File: config.mk
export PLATFORM = sky130hd
export DESIGN_NAME = eth_udp_tx_framer
export DESIGN_NICKNAME = d
export VERILOG_FILES = /design/src/rtl/eth_udp_tx_framer_pkg.sv /design/src/rtl/eth_udp_tx_framer_checksum.sv /design/src/rtl/eth_udp_tx_framer.sv
export SDC_FILE = /design/constraint.sdc
export NUM_CORES = 1
export LEC_CHECK = 0
export CORE_ASPECT_RATIO = 1.4
export CORE_MARGIN = 2
export CORE_UTILIZATION = 40
export DETAILED_ROUTE_END_ITERATION = 6
export PLACE_DENSITY_LB_ADDON = 0.25
export SYNTH_ARGS = -nofsm -noshare
export SYNTH_HDL_FRONTEND = slang
export SYNTH_SLANG_ARGS = --single-unit
export TNS_END_PERCENT = 50
File: constraint.sdc
create_clock -name clk -period 14.5 [get_ports clk]
set_input_delay 4.35 -clock clk [delete_from_list [all_inputs] [get_ports clk]]
set_output_delay 4.35 -clock clk [all_outputs]
set_load 0.005 [all_outputs]
File: src/rtl/eth_udp_tx_framer_pkg.sv
// Shared constants, header layouts and state type for the UDP transmit framer.
package eth_udp_tx_framer_pkg;

    localparam logic [15:0] ETH_TYPE_IPV4  = 16'h0800;
    localparam logic [7:0]  IP_PROTO_UDP   = 8'h11;
    localparam int unsigned ETH_MIN_FRAME  = 60;
    localparam int unsigned HDR_BYTES      = 42;
    localparam int unsigned HDR_BITS       = HDR_BYTES * 8;

    // Last index of each fixed-length section (byte counter restarts per section)
    localparam logic [10:0] CSUM_LAST = 11'd9;
    localparam logic [10:0] ETH_LAST  = 11'd13;
    localparam logic [10:0] IP_LAST   = 11'd19;
    localparam logic [10:0] UDP_LAST  = 11'd7;

    // Payloads shorter than this need zero padding up to ETH_MIN_FRAME
    localparam logic [15:0] NO_PAD_LEN   = 16'(ETH_MIN_FRAME - HDR_BYTES);
    localparam logic [15:0] PAD_LAST_REF = NO_PAD_LEN - 16'd1;

    typedef struct packed {
        logic [47:0] dst_mac;
        logic [47:0] src_mac;
        logic [31:0] src_ip;
        logic [31:0] dst_ip;
        logic [15:0] src_port;
        logic [15:0] dst_port;
    } hdr_cfg_t;

    typedef struct packed {
        logic [47:0] dst_mac;
        logic [47:0] src_mac;
        logic [15:0] eth_type;
    } eth_hdr_t;

    typedef struct packed {
        logic [7:0]  ver_ihl;
        logic [7:0]  tos;
        logic [15:0] total_len;
        logic [15:0] id;
        logic [15:0] flags_frag;
        logic [7:0]  ttl;
        logic [7:0]  proto;
        logic [15:0] checksum;
        logic [31:0] src_ip;
        logic [31:0] dst_ip;
    } ip_hdr_t;

    typedef struct packed {
        logic [15:0] src_port;
        logic [15:0] dst_port;
        logic [15:0] len;
        logic [15:0] checksum;
    } udp_hdr_t;

    typedef enum logic [2:0] {
        StIdle, StCsum, StEth, StIp, StUdp, StPayload, StPad, StIfg
    } tx_state_e;

    // Halfword idx (0 = first on the wire) of an IP header
    function automatic logic [15:0] ip_hword(input ip_hdr_t hdr, input logic [3:0] idx);
        logic [159:0] flat;
        flat = 160'(hdr) << {idx, 4'b0000};
        return flat[159:144];
    endfunction

endpackage

File: src/rtl/eth_udp_tx_framer_checksum.sv
// Serial one's-complement adder for the IPv4 header checksum, one halfword per cycle.
module ip_hdr_checksum (
    input  logic        clk,
    input  logic        rst_n,
    input  logic        clear,
    input  logic        add,
    input  logic [15:0] hword,
    output logic [15:0] result
);

    logic [19:0] acc_q, acc_d;
    logic [16:0] fold1;
    logic [15:0] fold2;

    // Next accumulator; result is taken from it so the final add is visible on its own edge
    always_comb begin
        acc_d = acc_q;
        if (clear) begin
            acc_d = '0;
        end else if (add) begin
            acc_d = acc_q + {4'h0, hword};
        end
        fold1  = {1'b0, acc_d[15:0]} + {13'd0, acc_d[19:16]};
        fold2  = fold1[15:0] + {15'd0, fold1[16]};
        result = ~fold2;
    end

    // Accumulator register
    always_ff @(posedge clk or negedge rst_n) begin
        if (!rst_n) begin
            acc_q <= '0;
        end else begin
            acc_q <= acc_d;
        end
    end

endmodule

File: src/rtl/eth_udp_tx_framer.sv
// Wraps a payload byte stream in Ethernet II + IPv4 + UDP headers, one byte per accepted cycle.
module eth_udp_tx_framer
    import eth_udp_tx_framer_pkg::*;
#(
    parameter int unsigned MAX_PAYLOAD = 1472,
    parameter logic [7:0]  IP_TTL      = 8'h40,
    parameter int unsigned IFG_CYCLES  = 12
) (
    input  logic        clk,
    input  logic        rst_n,
    input  logic        start,
    input  logic [15:0] payload_len,
    input  hdr_cfg_t    hdr_cfg,
    input  logic [7:0]  payload_data,
    input  logic        payload_valid,
    output logic        payload_ready,
    output logic [7:0]  tx_data,
    output logic        tx_valid,
    output logic        tx_last,
    input  logic        tx_ready,
    output logic        busy,
    output logic        len_err
);

    localparam logic [15:0] MAX_LEN  = 16'(MAX_PAYLOAD);
    localparam logic [10:0] IFG_LAST = 11'(IFG_CYCLES - 1);

    tx_state_e            state_q, state_d;
    logic [10:0]          cnt_q, cnt_d;
    logic [15:0]          len_q;
    hdr_cfg_t             cfg_q;
    logic [15:0]          ip_id_q;
    logic [HDR_BITS-1:0]  hdr_q;
    logic                 len_err_q, len_err_d;

    logic accept, load_hdr, shift_hdr, ip_id_inc, csum_clear, csum_add;
    logic [15:0] csum_word, csum_result, cnt_ext;
    logic pay_end, pad_end, short_frame;
    eth_hdr_t eth_hdr;
    ip_hdr_t  ip_hdr, ip_hdr_cs;
    udp_hdr_t udp_hdr;

    ip_hdr_checksum u_csum (
        .clk    (clk),
        .rst_n  (rst_n),
        .clear  (csum_clear),
        .add    (csum_add),
        .hword  (csum_word),
        .result (csum_result)
    );

    // Header fields from the latched request; checksum field is zero while summing
    always_comb begin
        eth_hdr.dst_mac    = cfg_q.dst_mac;
        eth_hdr.src_mac    = cfg_q.src_mac;
        eth_hdr.eth_type   = ETH_TYPE_IPV4;
        ip_hdr.ver_ihl     = 8'h45;
        ip_hdr.tos         = 8'h00;
        ip_hdr.total_len   = len_q + 16'd28;
        ip_hdr.id          = ip_id_q;
        ip_hdr.flags_frag  = 16'h4000;
        ip_hdr.ttl         = IP_TTL;
        ip_hdr.proto       = IP_PROTO_UDP;
        ip_hdr.checksum    = 16'h0000;
        ip_hdr.src_ip      = cfg_q.src_ip;
        ip_hdr.dst_ip      = cfg_q.dst_ip;
        ip_hdr_cs          = ip_hdr;
        ip_hdr_cs.checksum = csum_result;
        udp_hdr.src_port   = cfg_q.src_port;
        udp_hdr.dst_port   = cfg_q.dst_port;
        udp_hdr.len        = len_q + 16'd8;
        udp_hdr.checksum   = 16'h0000;
        csum_word          = ip_hword(ip_hdr, cnt_q[3:0]);
        cnt_ext            = {5'd0, cnt_q};
        short_frame        = len_q < NO_PAD_LEN;
        pay_end            = cnt_ext == len_q - 16'd1;
        pad_end            = cnt_ext == PAD_LAST_REF - len_q;
    end

    // Next-state and output decode
    always_comb begin
        state_d       = state_q;
        cnt_d         = cnt_q;
        tx_valid      = 1'b0;
        tx_data       = 8'h00;
        tx_last       = 1'b0;
        payload_ready = 1'b0;
        csum_clear    = 1'b0;
        csum_add      = 1'b0;
        load_hdr      = 1'b0;
        shift_hdr     = 1'b0;
        accept        = 1'b0;
        len_err_d     = 1'b0;
        ip_id_inc     = 1'b0;
        unique case (state_q)
            StIdle: begin
                if (start) begin
                    if (payload_len != 16'd0 && payload_len <= MAX_LEN) begin
                        accept     = 1'b1;
                        csum_clear = 1'b1;
                        cnt_d      = '0;
                        state_d    = StCsum;
                    end else begin
                        len_err_d = 1'b1;
                    end
                end
            end
            StCsum: begin
                csum_add = 1'b1;
                cnt_d    = cnt_q + 11'd1;
                if (cnt_q == CSUM_LAST) begin
                    load_hdr = 1'b1;
                    cnt_d    = '0;
                    state_d  = StEth;
                end
            end
            StEth, StIp, StUdp: begin
                tx_valid = 1'b1;
                tx_data  = hdr_q[HDR_BITS-1 -: 8];
                if (tx_ready) begin
                    shift_hdr = 1'b1;
                    cnt_d     = cnt_q + 11'd1;
                    if (state_q == StEth && cnt_q == ETH_LAST) begin
                        cnt_d   = '0;
                        state_d = StIp;
                    end
                    if (state_q == StIp && cnt_q == IP_LAST) begin
                        cnt_d   = '0;
                        state_d = StUdp;
                    end
                    if (state_q == StUdp && cnt_q == UDP_LAST) begin
                        cnt_d   = '0;
                        state_d = StPayload;
                    end
                end
            end
            StPayload: begin
                tx_valid      = payload_valid;
                tx_data       = payload_valid ? payload_data : 8'h00;
                tx_last       = payload_valid && pay_end && !short_frame;
                payload_ready = payload_valid && tx_ready;
                if (payload_ready) begin
                    cnt_d = cnt_q + 11'd1;
                    if (pay_end) begin
                        cnt_d = '0;
                        if (short_frame) begin
                            state_d = StPad;
                        end else begin
                            ip_id_inc = 1'b1;
                            state_d   = StIfg;
                        end
                    end
                end
            end
            StPad: begin
                tx_valid = 1'b1;
                tx_last  = pad_end;
                if (tx_ready) begin
                    cnt_d = cnt_q + 11'd1;
                    if (pad_end) begin
                        cnt_d     = '0;
                        ip_id_inc = 1'b1;
                        state_d   = StIfg;
                    end
                end
            end
            StIfg: begin
                cnt_d = cnt_q + 11'd1;
                if (cnt_q == IFG_LAST) begin
                    cnt_d   = '0;
                    state_d = StIdle;
                end
            end
            default: state_d = StIdle;
        endcase
    end

    assign busy    = state_q != StIdle;
    assign len_err = len_err_q;

    // FSM state, section byte counter and rejection pulse
    always_ff @(posedge clk or negedge rst_n) begin
        if (!rst_n) begin
            state_q   <= StIdle;
            cnt_q     <= '0;
            len_err_q <= 1'b0;
        end else begin
            state_q   <= state_d;
            cnt_q     <= cnt_d;
            len_err_q <= len_err_d;
        end
    end

    // Request capture on an accepted start
    always_ff @(posedge clk or negedge rst_n) begin
        if (!rst_n) begin
            len_q <= '0;
            cfg_q <= '0;
        end else if (accept) begin
            len_q <= payload_len;
            cfg_q <= hdr_cfg;
        end
    end

    // Header shift register, loaded once the checksum is final
    always_ff @(posedge clk or negedge rst_n) begin
        if (!rst_n) begin
            hdr_q <= '0;
        end else if (load_hdr) begin
            hdr_q <= {eth_hdr, ip_hdr_cs, udp_hdr};
        end else if (shift_hdr) begin
            hdr_q <= {hdr_q[HDR_BITS-9:0], 8'h00};
        end
    end

    // IP identification, advanced as each frame completes
    always_ff @(posedge clk or negedge rst_n) begin
        if (!rst_n) begin
            ip_id_q <= '0;
        end else if (ip_id_inc) begin
            ip_id_q <= ip_id_q + 16'd1;
        end
    end

endmodule

==> flow_summary.json, run 1 <==
{
  "period_minus_slack_ns": 10.92,
  "final_cell_mix": "1315 x nand2_1, 578 x dfrtp_1, 232 x clkdlybuf4s50_1",
  "setup_tns_ns": 0,
  "die_w_microns": 225,
  "routed-via-count": 22242,
  "synth-main-ff-cell": "dfrtp_1",
  "finalNetCount": 3508,
  "cp-end-kind": "output pin",
  "placed_cells": 4056,
  "yosysWarnings": 0,
  "fin_area_sq_mm": 0.0320,
  "finalSetupViolations": 0,
  "relSlewSlack_pct": 21.8,
  "synth_cells": 3137,
  "final_util_pct": 47.3,
  "clk_latency_ns": 0.63,
  "status": "completed",
  "post_cts_buffers": 0,
  "crit_slowest_cell": "nor2_1",
  "yosysSeqAreaShare_pct": 53.0,
  "period_share_pct": 75.3,
  "layout_commonest_cell": "nand2_1",
  "htree_levels": 2,
  "cpPeakStageDelay_ns": 0.89,
  "post_drt_wl_per_cell_microns": 19.1,
  "final_cells": 4154,
  "ctsHoldBuffers": 0,
  "clk_pin_slew_ns": 0.06,
  "firstDrtPassIters": 5,
  "ys_async_sr_fraction_pct": 100,
  "cts_root_buf": "clkbuf_16",
  "synth_cell_types": 82,
  "startpoint_type": "input port",
  "syn_nets": 3394,
  "whs_ns": 0.464,
  "netlist_area_sq_mm": 0.0274,
  "core_area_sq_mm": 0.0677,
  "worst_pin_slew_ns": 1.17,
  "critPathMaxFanout": 10,
  "syn2layout_area_growth_pct": 17.1,
  "antenna_found_initial": 4,
  "cts-resized-gates": 0,
  "io_pins": 234,
  "vias_per_cell": 5.35,
  "syn-mean-instance-area_sq_um": 8.72,
  "drive_gt1_share_pct": 4.47,
  "grt_max_degree": 180,
  "gp_congestion": 0.858,
  "power_density_mw_per_mm2": 160,
  "grt_first_pass_wirelength_microns": 128000,
  "dp_hpwl_microns": 53400,
  "io_buffers": 233,
  "rsz0062_at_grt": "false",
  "path_buf_inv": 3,
  "cp.required_ns": 10.15,
  "hold_class": "register to register",
  "tritoncts": "yes",
  "power_leakage_nw": 15.8,
  "setup_ws_ns": 3.58,
  "track_usage_pct": 22.8,
  "path_cells": "clkdlybuf4s50_1, inv_1, nor2_1, a22o_1, clkdlybuf4s50_1",
  "grt-ovfl-total": 0,
  "wl_met1_microns": 34500,
  "top_layer": "met5",
  "path_delay_family": "buffers and inverters",
  "postRouteAntennaNets": 0,
  "max-vdd-ir-drop_mv": 0.114,
  "floorplan.die.height_microns": 313,
  "wl_met2_microns": 38300,
  "hold_viol": 0,
  "num_rows": 113,
  "drc": 0,
  "critPathArrivalTime_ns": 6.57,
  "start_util_pct": 40.4,
  "clockBufferDepth": 3,
  "grt_pass1_vias": 22310,
  "cts_buffers": 55,
  "numClockSinks": 579,
  "fmax_mhz": 91.5,
  "wl_met3_microns": 3950,
  "ys_seq_elements": 579,
  "crit_top_cell": "clkdlybuf4s50_1",
  "crit_type": "input port to output pin",
  "clock_skew_ns": 0.0296,
  "finalMaxSlewViolations": 0,
  "dpl_cell_area_sq_mm": 0.0303,
  "routed_wl_microns": 79500,
  "pre_cts_slack_ns": 3.59,
  "power.total_mw": 5.13,
  "maxCapViolations": 0,
  "drt_iter0_drc": 1694,
  "die-area_sq_mm": 0.0705,
  "synth_edf_count": 0
}
==> synthesized netlist by cell type, drive strengths merged, types with 15 or more instances <==
cell type / instances / share of area, %
a211oi: 16 / 0.48
a21oi: 121 / 2.2
a22oi: 208 / 5.7
a31oi: 34 / 0.78
and3: 35 / 0.80
buf: 20 / 0.43
clkbuf: 187 / 2.6
dfrtp: 579 / 53
ha: 34 / 1.6
inv: 25 / 0.34
mux2i: 36 / 1.3
nand2: 1316 / 18
nand2b: 19 / 0.43
nand3: 48 / 0.91
nor2: 87 / 1.2
nor3: 21 / 0.38
nor4: 15 / 0.48
o21ai: 71 / 1.3
xnor2: 45 / 1.4
xor2: 39 / 1.2
==> flip-flops by register name, summed over array words and instances, names as in the netlist <==
signal and cells:
len_err 1, len_q 16, u_csum.acc_q 20, ip_id_q 16, cfg_q 192, hdr_q 320, cnt_q 11, state_q 3
==> final timing paths <==
kind	startpoint	end	slack, ns	cells past startpoint
setup reg to reg	len_q[4]	hdr_q[142]	5.40	36
hold reg to reg	cfg_q[109]	cfg_q[109]	0.46	2
min in group asynchronous	rst_n	len_err	3.75	1
max in group asynchronous	rst_n	hdr_q[331]	8.27	3
hold / removal	cfg_q[109]	cfg_q[109]	0.46	2
setup / recovery	payload_valid	tx_data[4]	3.58	5
==> cell families (layout without fill, tap and decap cells) <==
family,Yosys count,count (layout),synth area share [%]
flip-flops,579,579,53.0
other,0,2,0
XOR/XNOR,84,84,2.69
AND/OR/NAND/NOR,1616,1616,24.2
multiplexers,38,38,1.41
buffers and inverters,233,386,3.35
adder cells (fa/ha/maj),36,36,1.70
AO/OA/AOI/OAI,551,551,13.7
==> per-layer routing <==
metal / vias up / global-route usage [%]
li1: 10733 / -
met1: 10834 / 30.7
met2: 548 / 37.6
met3: 121 / 3.43
met4: 6 / 7.63
met5: - / 0
==> worst register-to-register path: cells and delay by family (launching register included) <==
family,cells,cell delay [ns]
buffers and inverters,1,0.22
adders and majority gates,6,1.52
AOI/OAI and AO/OA,16,3.74
DFF,1,0.72
xor gates and xnor gates,2,0.55
and+or+nand+nor,11,2.24
==> power breakdown <==
part / switching [mW] / internal (mW) / total, mW
sequential: 0.305 / 2.03 / 2.33
combinational: 0.837 / 0.536 / 1.37
clock: 0.639 / 0.782 / 1.42
==> area by class of cell <==
| class | instances | area (sq um) |
|---|---|---|
| clock buffers | 81 | 1600 |
| clock inverters | 15 | 151 |
| fillers | 6503 | 35700 |
| well taps | 862 | 1080 |
| flip-flops and latches | 579 | 14500 |
| repair buffers | 264 | 2590 |
| diodes | 2 | 5.00 |
| multi-input cells | 2325 | 12000 |
| inverters | 26 | 97.6 |
Power figures use the tool's default switching activity.
==> inputs of run 2 (changes only) <==
- clock period: 14.5 -> 9 ns (I/O delays scaled with it)
==> flow_summary.json, run 2 (synthesized netlist as in run 1, its figures left out) <==
{
  "finalNetCount": 3516,
  "crit_type": "register to register",
  "cts_buffers": 55,
  "postRouteAntennaNets": 0,
  "syn2layout_area_growth_pct": 18.2,
  "power_density_mw_per_mm2": 265,
  "post_cts_buffers": 0,
  "setup_tns_ns": 0,
  "regMostFlops": "hdr_q",
  "grt_pass1_vias": 22352,
  "path_delay_family": "compound AO/OA/AOI/OAI gates",
  "numClockSinks": 579,
  "max-vdd-ir-drop_mv": 0.148,
  "clk_pin_slew_ns": 0.06,
  "gp_congestion": 0.904,
  "setup_ws_ns": 0.897,
  "clk_latency_ns": 0.64,
  "finalMaxSlewViolations": 0,
  "track_usage_pct": 23.5,
  "largest_reg_flops": 320,
  "crit_top_cell": "ha_1",
  "hold_viol": 0,
  "rsz0062_at_grt": "false",
  "grt-ovfl-total": 0,
  "power.total_mw": 8.57,
  "post_drt_wl_per_cell_microns": 19.8,
  "cp.required_ns": 9.46,
  "ctsHoldBuffers": 0,
  "firstDrtPassIters": 5,
  "drc": 0,
  "final_cell_mix": "1315 x nand2_1, 577 x dfrtp_1, 232 x clkdlybuf4s50_1",
  "start_util_pct": 40.4,
  "top_regs": "hdr_q: 320 flops, cfg_q: 192 flops, u_csum.acc_q: 20 flops",
  "grt_max_degree": 180,
  "crit_slowest_cell": "dfrtp_2",
  "routed-via-count": 22443,
  "cpPeakStageDelay_ns": 0.53,
  "vias_per_cell": 5.38,
  "clock_skew_ns": 0.0237,
  "cts_root_buf": "clkbuf_16",
  "maxCapViolations": 0,
  "status": "completed",
  "worst_pin_slew_ns": 1.10,
  "htree_levels": 2,
  "die_w_microns": 225,
  "core_area_sq_mm": 0.0677,
  "period_share_pct": 90.0,
  "io_buffers": 233,
  "antenna_found_initial": 3,
  "period_minus_slack_ns": 8.10,
  "finalSetupViolations": 0,
  "path_buf_inv": 1,
  "pre_cts_slack_ns": 0.496,
  "hold_class": "register to register",
  "cp-end-kind": "register",
  "num_rows": 113,
  "power_leakage_nw": 15.9,
  "grt_first_pass_wirelength_microns": 130000,
  "routed_wl_microns": 82700,
  "critPathMaxFanout": 16,
  "tritoncts": "yes",
  "critPathArrivalTime_ns": 8.57,
  "floorplan.die.height_microns": 313,
  "die-area_sq_mm": 0.0705,
  "layout_commonest_cell": "nand2_1",
  "fmax_mhz": 123,
  "startpoint_type": "register",
  "drt_iter0_drc": 1636,
  "io_pins": 234,
  "relSlewSlack_pct": 26.7,
  "drive_gt1_share_pct": 5.21,
  "dp_hpwl_microns": 56300,
  "clockBufferDepth": 3
}
## run 2: changes by cell type in the layout (fill, tap and decap cells not counted), sizes merged
| cell | change |
|---|---|
| bufinv | +6 |
| clkinv | +7 |
| clkbuf | -8 |
| inv | +2 |
| clkinvlp | -1 |
| buf | +8 |
## run 2: what timing repair did
item                       in CTS  in global routing
setup endpoints to repair       0                  1
resized for setup               0                  1
hold endpoints to repair        0                  0
## run 2: per-stage QoR
| step | cell area [sq um] | hold WS, ns | util, % | cells |
|---|---|---|---|---|
| 6_report | 32300 | 0.466 | 47.8 | 4168 |
| 5_1_grt | 32300 | 0.482 | 47.8 | 4166 |
| 4_1_cts | 32300 | 0.471 | 47.8 | 4166 |
| 3_5_place_dp | 30400 | 0.456 | 44.9 | 4064 |
| 3_3_place_gp | 30400 | 0.450 | 44.9 | 4064 |
| 2_1_floorplan | 27400 | 0.439 | - | 3137 |
## run 2: worst paths after layout
path | start | end | slack [ns] | depth (start not counted)
max | len_q[4] | hdr_q[141] | 0.90 | 35
min | cfg_q[30] | cfg_q[30] | 0.47 | 2
max reg2reg | len_q[4] | hdr_q[141] | 0.90 | 35
min reg2reg | cfg_q[30] | cfg_q[30] | 0.47 | 2
max in group asynchronous | rst_n | cfg_q[137] | 5.36 | 2
min in group asynchronous | rst_n | len_err | 2.11 | 1
## run 2: cell type report
type	instances	area, sq um
clock buffer	73	1570
antenna	2	5.00
sequential	579	14500
inverter	26	97.6
multi-input combinational	2325	12000
fill	6473	35400
clock inverter	29	380
tap	862	1080
timing repair buffer	272	2710
## run 2: worst reg2reg max path, delay by kind of cell, from the launching register on
family / cells / cell delay, ns
compound gates: 13 / 2.82
simple gates: 13 / 2.48
fa+ha+maj: 5 / 1.29
xor+xnor: 3 / 0.65
flops: 1 / 0.53
buf+inv: 1 / 0.14
## run 2: power by group
part	switching [mW]	internal (mW)	total [mW]
registers	0.522	3.27	3.79
logic	1.36	0.892	2.26
clock network	1.08	1.44	2.52
total	2.97	5.60	8.57
## run 2: metal layers
layer  global-route usage, %  up-vias  share of wire, %
met4                    7.44        2               3.0
met2                    40.0      544                49
met3                    3.75      116               4.7
met5                       0        -             0.015
met1                    30.8    11021                43
li1                        -    10760                 -
